==> config.mk <==
export PLATFORM = sky130hd
export DESIGN_NAME = dual_lane_retire_unit
export DESIGN_NICKNAME = d
export VERILOG_FILES = /design/src/rtl/retire_pkg.sv /design/src/rtl/seq_multiplier.sv /design/src/rtl/dual_lane_retire_unit.sv
export SDC_FILE = /design/constraint.sdc
export NUM_CORES = 1
export LEC_CHECK = 0
export BUFFER_PORTS_ARGS = -buffer_cell sky130_fd_sc_hd__buf_2
export CORE_ASPECT_RATIO = 0.7
export CORE_MARGIN = 3
export CORE_UTILIZATION = 56
export CTS_CLUSTER_SIZE = 30
export DETAILED_ROUTE_END_ITERATION = 10
export HOLD_SLACK_MARGIN = 0.03
export PLACE_DENSITY = 0.79
export SLEW_MARGIN = 10
export SYNTH_ARGS = -nofsm -noshare
export SYNTH_HDL_FRONTEND = slang
export SYNTH_HIERARCHICAL = 1
export SYNTH_SLANG_ARGS = --single-unit
export TNS_END_PERCENT = 10
==> constraint.sdc <==
create_clock -name clk -period 6.2 [get_ports clk]
set_input_delay 0.93 -clock clk [delete_from_list [all_inputs] [get_ports clk]]
set_output_delay 0.93 -clock clk [all_outputs]
set_load 0.05 [all_outputs]
==> src/rtl/retire_pkg.sv <==
// Shared types and default sizes for the dual-lane retire unit.
package retire_pkg;

  localparam int XLEN_DEF   = 32;
  localparam int REG_AW_DEF = 5;

  typedef enum logic [1:0] {
    IDLE,
    MUL,
    DONE
  } lane_state_t;

  // Write-port record is sized to the package defaults.
  typedef struct packed {
    logic                  we;
    logic [REG_AW_DEF-1:0] regd;
    logic [XLEN_DEF-1:0]   data;
  } wb_port_t;

endpackage

==> src/rtl/seq_multiplier.sv <==
// Radix-2 shift-add multiplier producing the low XLEN bits of a*b in XLEN steps.
module seq_multiplier
  import retire_pkg::*;
#(
  parameter int XLEN = XLEN_DEF
) (
  input  logic            clk,
  input  logic            rst,
  input  logic            start,
  input  logic [XLEN-1:0] a,
  input  logic [XLEN-1:0] b,
  output logic            busy,
  output logic            done,
  output logic            last,
  output logic [XLEN-1:0] product_lo
);

  localparam int CW = $clog2(XLEN);

  logic [CW-1:0]   count;
  logic [XLEN-1:0] mcand;
  logic [XLEN-1:0] mplier;
  logic [XLEN-1:0] acc;

  // last is high during the cycle whose edge performs the final step
  assign last       = busy && (count == CW'(XLEN - 1));
  assign product_lo = acc;

  always_ff @(posedge clk) begin
    if (rst) begin
      busy   <= 1'b0;
      done   <= 1'b0;
      count  <= '0;
      mcand  <= '0;
      mplier <= '0;
      acc    <= '0;
    end else begin
      done <= 1'b0;
      if (start) begin
        busy   <= 1'b1;
        count  <= '0;
        mcand  <= a;
        mplier <= b;
        acc    <= '0;
      end else if (busy) begin
        if (mplier[0]) acc <= acc + mcand;
        mcand  <= mcand << 1;
        mplier <= mplier >> 1;
        count  <= count + 1'b1;
        if (last) begin
          busy <= 1'b0;
          done <= 1'b1;
        end
      end
    end
  end

endmodule

==> src/rtl/dual_lane_retire_unit.sv <==
// Two-lane responder: retires ALU results next cycle, runs multiplies iteratively,
// drives the dual-write register file and exports a busy-register scoreboard.
module dual_lane_retire_unit
  import retire_pkg::*;
#(
  parameter int XLEN   = XLEN_DEF,
  parameter int REG_AW = REG_AW_DEF
) (
  input  logic                   clk,
  input  logic                   rst,
  input  logic                   issue_en1,
  input  logic                   issue_mul1,
  input  logic [REG_AW-1:0]      issue_regd1,
  input  logic [XLEN-1:0]        issue_a1,
  input  logic [XLEN-1:0]        issue_b1,
  input  logic [XLEN-1:0]        issue_res1,
  output logic                   ack1,
  input  logic                   issue_en2,
  input  logic                   issue_mul2,
  input  logic [REG_AW-1:0]      issue_regd2,
  input  logic [XLEN-1:0]        issue_a2,
  input  logic [XLEN-1:0]        issue_b2,
  input  logic [XLEN-1:0]        issue_res2,
  output logic                   ack2,
  output logic                   wb_we1,
  output logic [REG_AW-1:0]      wb_regd1,
  output logic [XLEN-1:0]        wb_data1,
  output logic                   wb_we2,
  output logic [REG_AW-1:0]      wb_regd2,
  output logic [XLEN-1:0]        wb_data2,
  output logic [2**REG_AW-1:0]   busy_regs
);

  localparam int NREG = 2**REG_AW;

  lane_state_t       state [2];
  logic [1:0]        lane_en;
  logic [1:0]        lane_mul;
  logic [1:0]        fire;
  logic [1:0]        mul_last;
  logic [1:0]        mul_busy;
  logic [1:0]        mul_done;
  logic [REG_AW-1:0] lane_regd [2];
  logic [XLEN-1:0]   lane_res [2];
  logic [XLEN-1:0]   product [2];
  logic [REG_AW-1:0] mul_regd [2];
  logic [1:0]        pend_valid;
  logic [REG_AW-1:0] pend_regd [2];
  logic [XLEN-1:0]   pend_data [2];
  wb_port_t          cand [2];
  logic [1:0]        we_final;
  logic [NREG-1:0]   set_bits;
  logic [NREG-1:0]   clr_bits;
  logic              unused_mul_status;

  assign lane_en      = {issue_en2, issue_en1};
  assign lane_mul     = {issue_mul2, issue_mul1};
  assign lane_regd[0] = issue_regd1;
  assign lane_regd[1] = issue_regd2;
  assign lane_res[0]  = issue_res1;
  assign lane_res[1]  = issue_res2;

  assign ack1 = (state[0] != MUL);
  assign ack2 = (state[1] != MUL);
  assign fire = lane_en & {ack2, ack1};

  assign unused_mul_status = ^{mul_busy, mul_done};

  seq_multiplier #(.XLEN(XLEN)) u_mul1 (
    .clk        (clk),
    .rst        (rst),
    .start      (fire[0] && lane_mul[0]),
    .a          (issue_a1),
    .b          (issue_b1),
    .busy       (mul_busy[0]),
    .done       (mul_done[0]),
    .last       (mul_last[0]),
    .product_lo (product[0])
  );

  seq_multiplier #(.XLEN(XLEN)) u_mul2 (
    .clk        (clk),
    .rst        (rst),
    .start      (fire[1] && lane_mul[1]),
    .a          (issue_a2),
    .b          (issue_b2),
    .busy       (mul_busy[1]),
    .done       (mul_done[1]),
    .last       (mul_last[1]),
    .product_lo (product[1])
  );

  // Lane FSMs plus a one-deep hold slot for ALU results displaced by a DONE writeback.
  always_ff @(posedge clk) begin
    for (int i = 0; i < 2; i++) begin
      if (rst) begin
        state[i]      <= IDLE;
        pend_valid[i] <= 1'b0;
        pend_regd[i]  <= '0;
        pend_data[i]  <= '0;
        mul_regd[i]   <= '0;
      end else begin
        unique case (state[i])
          IDLE: begin
            if (fire[i] && lane_mul[i]) begin
              state[i]    <= MUL;
              mul_regd[i] <= lane_regd[i];
            end
          end
          MUL: begin
            if (mul_last[i]) state[i] <= DONE;
          end
          DONE: begin
            if (fire[i] && lane_mul[i]) begin
              state[i]    <= MUL;
              mul_regd[i] <= lane_regd[i];
            end else begin
              state[i] <= IDLE;
            end
          end
          default: state[i] <= IDLE;
        endcase

        if (fire[i] && !lane_mul[i] && (state[i] == DONE || pend_valid[i])) begin
          pend_valid[i] <= 1'b1;
          pend_regd[i]  <= lane_regd[i];
          pend_data[i]  <= lane_res[i];
        end else if (state[i] != DONE) begin
          pend_valid[i] <= 1'b0;
        end
      end
    end
  end

  // Per-lane retirement candidate: DONE product, then held result, then fresh ALU issue.
  always_comb begin
    for (int i = 0; i < 2; i++) begin
      cand[i] = '0;
      if (state[i] == DONE) begin
        cand[i].we   = 1'b1;
        cand[i].regd = mul_regd[i];
        cand[i].data = product[i];
      end else if (pend_valid[i]) begin
        cand[i].we   = 1'b1;
        cand[i].regd = pend_regd[i];
        cand[i].data = pend_data[i];
      end else if (fire[i] && !lane_mul[i]) begin
        cand[i].we   = 1'b1;
        cand[i].regd = lane_regd[i];
        cand[i].data = lane_res[i];
      end
    end
  end

  // x0 writes are dropped; on a same-register collision lane 2 (younger) wins.
  always_comb begin
    we_final[1] = cand[1].we && (cand[1].regd != '0);
    we_final[0] = cand[0].we && (cand[0].regd != '0) &&
                  !(we_final[1] && (cand[1].regd == cand[0].regd));
  end

  // A completing lane keeps the bit if the other lane still has a multiply in flight to it.
  always_comb begin
    set_bits = '0;
    clr_bits = '0;
    for (int i = 0; i < 2; i++) begin
      if (fire[i] && lane_mul[i] && (lane_regd[i] != '0)) set_bits[lane_regd[i]] = 1'b1;
      if (state[i] == DONE &&
          !(state[1-i] == MUL && mul_regd[1-i] == mul_regd[i]))
        clr_bits[mul_regd[i]] = 1'b1;
    end
  end

  always_ff @(posedge clk) begin
    if (rst) begin
      wb_we1    <= 1'b0;
      wb_regd1  <= '0;
      wb_data1  <= '0;
      wb_we2    <= 1'b0;
      wb_regd2  <= '0;
      wb_data2  <= '0;
      busy_regs <= '0;
    end else begin
      wb_we1 <= we_final[0];
      wb_we2 <= we_final[1];
      if (cand[0].we) begin
        wb_regd1 <= cand[0].regd;
        wb_data1 <= cand[0].data;
      end
      if (cand[1].we) begin
        wb_regd2 <= cand[1].regd;
        wb_data2 <= cand[1].data;
      end
      busy_regs <= (busy_regs & ~clr_bits) | set_bits;
    end
  end

endmodule

Yosys cells after proc, flatten, opt, wreduce, memory -nomap -nowiden
Memory sizes are Yosys's and may differ from the RTL's. Index checks and enable logic that the tools add are counted.

Register bits after elaboration: 314. Bits in writable memories: 88. Input bits: 208. Memories: 4.

Memories: pend_data (depth 2, width 32, read ports 2, clocked after memory_dff 0, wr ports 2, RTL line dual_lane_retire_unit.sv:49) `logic [XLEN-1:0] pend_data [2];`; mul_regd (depth 2, width 5, read ports 2, clocked after memory_dff 0, wr ports 2, RTL line dual_lane_retire_unit.sv:46) `logic [REG_AW-1:0] mul_regd [2];`; pend_regd (depth 2, width 5, read ports 2, clocked after memory_dff 0, wr ports 2, RTL line dual_lane_retire_unit.sv:48) `logic [REG_AW-1:0] pend_regd [2];`; state (depth 2, width 2, read ports 2, clocked after memory_dff 0, wr ports 2, RTL line dual_lane_retire_unit.sv:36) `lane_state_t state [2];`.

Add/subtract/negate cells: 4. $lt $le $gt $ge: 8. Equality and inequality tests: 13. Multiplexer cells: 98. Bitwise operators: 24. Reductions and logical operators: 45.

Operator list (count): two-way mux 32 bit (14); two-way mux 38 bit (6); OR 32 bit (3); adder 32 bit (2); two-way mux 1 bit (58); AND 32 bit (1); NOT 32 bit (1); two-way mux 5 bit (6); < comparator 5 x 6 -> 1 bit (second input constant) (4); logical AND 1 bit (22); demux 1 bit (select 5 bit) (4); greater-or-equal comparator 5 x 1 -> 1 bit (second input constant) (4); two-way mux 2 bit (10); nonzero test 5 bit (4); OR 1 bit (18); == test 5 bit (3); adder 5 x 1 -> 5 bit (second input constant) (2); == test 5 bit (second input constant) (2); nonzero test 2 bit (4); OR reduction 3 bit (2); zero test 1 bit (5); == test 2 x 1 -> 1 bit (second input constant) (2); == test 2 bit (second input constant) (2); zero test 2 bit (2); 6 further kinds (11).

Depth between registers and ports, before layout
Depth after elaboration: 12. Depth in mapped cells: 11. Gate-level depth less buffers: 11.

By module
Netlist, hierarchy kept.

By module, submodules not included: dual_lane_retire_unit (times used 1, cells each 918, area each 9206.3 µm²); seq_multiplier (u_mul2) (times used 1, cells each 741, area each 5970.7 µm²); seq_multiplier (u_mul1) (times used 1, cells each 722, area each 5778.0 µm²).

Least setup slack after synthesis
OpenSTA, ideal clock, no wires.

Kind: input -> register. From: input port rst. To: memory pend_data[1][0] (netlist name) (enable). Setup time: 0.400 ns. Arrival: 2.688 ns. Data required time: 5.800 ns. Slack: 3.112 ns. Cell stages on the path: 4. Path buffers: 3. Cells stage by stage: clkbuf_1 > clkbuf_1 > clkbuf_1 > nand2b_1.

RTL lines: from (decl) (RTL line dual_lane_retire_unit.sv:10) `input logic rst,`; to (decl) (RTL line dual_lane_retire_unit.sv:49).

==> metrics.md <==
| Metric | Value |
|---|---|
| # fillers | `3027` |
| R2R Setup Slk | `2.56 ns` |
| Crit path to | `u_mul2/product_lo[26]` |
| TritonRoute pass-1 iters | `8` |
| Commonest non-fill, non-tap cell in the layout | `nor2_1` |
| Post-CTS sizing | `0` |
| Critical path endpoint category | `register` |
| TritonCTS clock tree | `built` |
| Outcome | `finished clean` |
| Final Hold Fails | `0` |
| DRT antenna net count | `0` |
| DR vias | `19160` |
| Wire length per cell | `20.48 um` |
| Met2 Track Usage GR | `43.09%` |
| CTS Buf Count | `41` |
| Setup tns final | `0 ns` |
| Syn. warnings | `6` |
| Largest net degree at the start of global routing | `93` |
| Worst path required time | `6.68 ns` |
| Period utilisation layout | `58.65%` |
| Worst slew pin tran | `1.195 ns` |
| # setup viols final | `0` |
| Clk_skew | `0.02648 ns` |
| GPL Wtd Cong | `0.9776` |
| Final worst path period need | `3.637 ns` |
| Critical path class | `reg -> reg` |
| Pwr per Cell Area | `257.3 nW/um2` |
| Clk_lat worst skew | `0.55 ns` |
| CP max FO | `61` |
| Die Footprint | `39720 um2` |
| Final net count | `2867` |
| Hold-fix buffers, CTS | `0` |
| Global Route Usage Sum | `30.57%` |
| FF-to-FF Start | `state[1][1]` |
| Met3 usage | `6.767%` |
| Crit start category | `register` |
| Number of remaining DRC errors | `0` |
| # rows | `58` |
| RSZ-0062 raised after global routing | `no` |
| Residual overflow from global routing | `0` |
| First-iteration detailed-routing DRC count | `2494` |
| Critical path launch point | `state[1][1]` |
| H-tree Lvls | `2` |
| Placeable Area | `36360 um2` |
| Netlist Area Pre-Place | `20900 um2` |
| Fraction of layout cells with a size suffix above 1 | `17.86%` |
| CTS max path bufs | `3` |
| DP Wirelength | `46170 um` |
| Max-slew headroom | `20.21%` |
| Port bufs | `317` |
| Final wirelength | `63700 um` |
| Reg2Reg Depth | `9` |
| WP data arrival | `4.11 ns` |
| Max rail drop VDD | `216.6 uV` |
| First-pass GRT wire length | `98250 um` |
| # clock sinks | `402` |
| Pins Over Slew Limit | `0` |
| Root buffer cell | `clkbuf_16` |
| Vias in the first global route | `17480` |
| Die Span Y | `167.6 um` |
| Initial Util | `57.49%` |
| P_leak | `9.976 nW` |
| Clock transition at path regs | `0.06 ns` |
| Total power | `6.151 mW` |
| Boundary Pins | `318` |
| Worst hold path type | `reg -> reg` |
| Number of post-CTS setup repair buffers | `0` |
| Worst reg2reg path endpoint | `u_mul2/product_lo[26]` |
| Mean Syn Cell Area | `8.794 um2` |
| Cell count after synthesis | `2377` |
| Via-to-Cell Ratio | `6.162` |
| Area growth syn-to-layout | `14.39%` |
| Max-cap viol count | `0` |
| DIE WIDTH | `236.9 um` |
| Most frequent cells in the layout | `nor2_1, buf_2, dfxtp_1` |
| Top Usage Layer GRT | `met1` |
| Syn Nets | `2653` |
| Met1 Track Usage GR | `47.09%` |
| Initial antenna violation count | `11` |
| Max Fclk | `0.2750 GHz` |
registers in the layout, indices dropped and copies added (netlist names), 5 cells and up:
| register | cells |
|---|---|
| mul_regd | 10 |
| busy_regs | 32 |
| pend_regd | 10 |
| u_mul1/count | 5 |
| u_mul2/count | 5 |
| u_mul2/product_lo | 32 |
| wb_data2 | 32 |
| pend_data | 64 |
| wb_regd2 | 5 |
| u_mul1/mcand | 32 |
| u_mul1/product_lo | 32 |
| wb_regd1 | 5 |
| u_mul2/mplier | 32 |
| wb_data1 | 32 |
| u_mul1/mplier | 32 |
| u_mul2/mcand | 32 |
per-layer routing:
metal,wire (um),vias to the layer above
li1,-,9011
met1,28600,9111
met2,26690,948
met3,7141,87
met4,1224,6
met5,35,-
power breakdown:
part	total (mW)	switching, mW	internal, mW	leakage, nW
combinational	0.868	0.581	0.287	5.87
clock	2.39	1.04	1.35	0.629
sequential	2.89	0.0954	2.80	3.47
worst max-delay path, cell delays in order, from the launching register on:
cell and delay (ns):
edfxtp_1 0.45, and2b_4 0.36, inv_4 0.09, nand3_4 0.15, clkinv_2 0.61, or2_2 0.80, nor2_1 0.44, nand2_1 0.10
a2111oi_0 0.36, a221o_1 0.16
through the flow:
stage          instances  utilization, %  cell area (um2)  worst slack (ns)  hold slack, ns
6_report            3110           65.77            23910             2.563          0.4492
5_1_grt             3108           65.75            23910             2.260          0.4697
4_1_cts             3100           65.61            23860             2.648          0.4515
3_5_place_dp        3027           62.11            22580             2.502          0.4397
3_3_place_gp        3027           62.11            22580             2.559          0.4315
2_1_floorplan       2377               -            20900             3.112          0.4407
area by class of cell:
cell class | count | area [um2] | area share, %
clock buffers | 59 | 1164 | 4.867
well taps | 480 | 600.6 | 2.512
inverters | 21 | 82.58 | 0.3454
clock inverters | 14 | 111.4 | 0.4657
multi-input cells | 1791 | 11250 | 47.06
diodes | 9 | 22.52 | 0.09419
repair buffers | 334 | 1740 | 7.279
flip-flops and latches | 402 | 8937 | 37.38
worst min path at each step:
stage / from / to / slack, ns / depth (start not counted)
2_1_floorplan: u_mul1/product_lo[30] / u_mul1/product_lo[30] / 0.44 / 2
5_1_grt: wb_data1[5] / wb_data1[5] / 0.47 / 2
3_5_place_dp: wb_data1[4] / wb_data1[4] / 0.44 / 2
6_report: wb_data1[4] / wb_data1[4] / 0.45 / 2
4_1_cts: wb_data2[14] / wb_data2[14] / 0.45 / 2
3_3_place_gp: wb_data1[29] / wb_data1[29] / 0.43 / 2
Power figures use the tool's default switching activity.
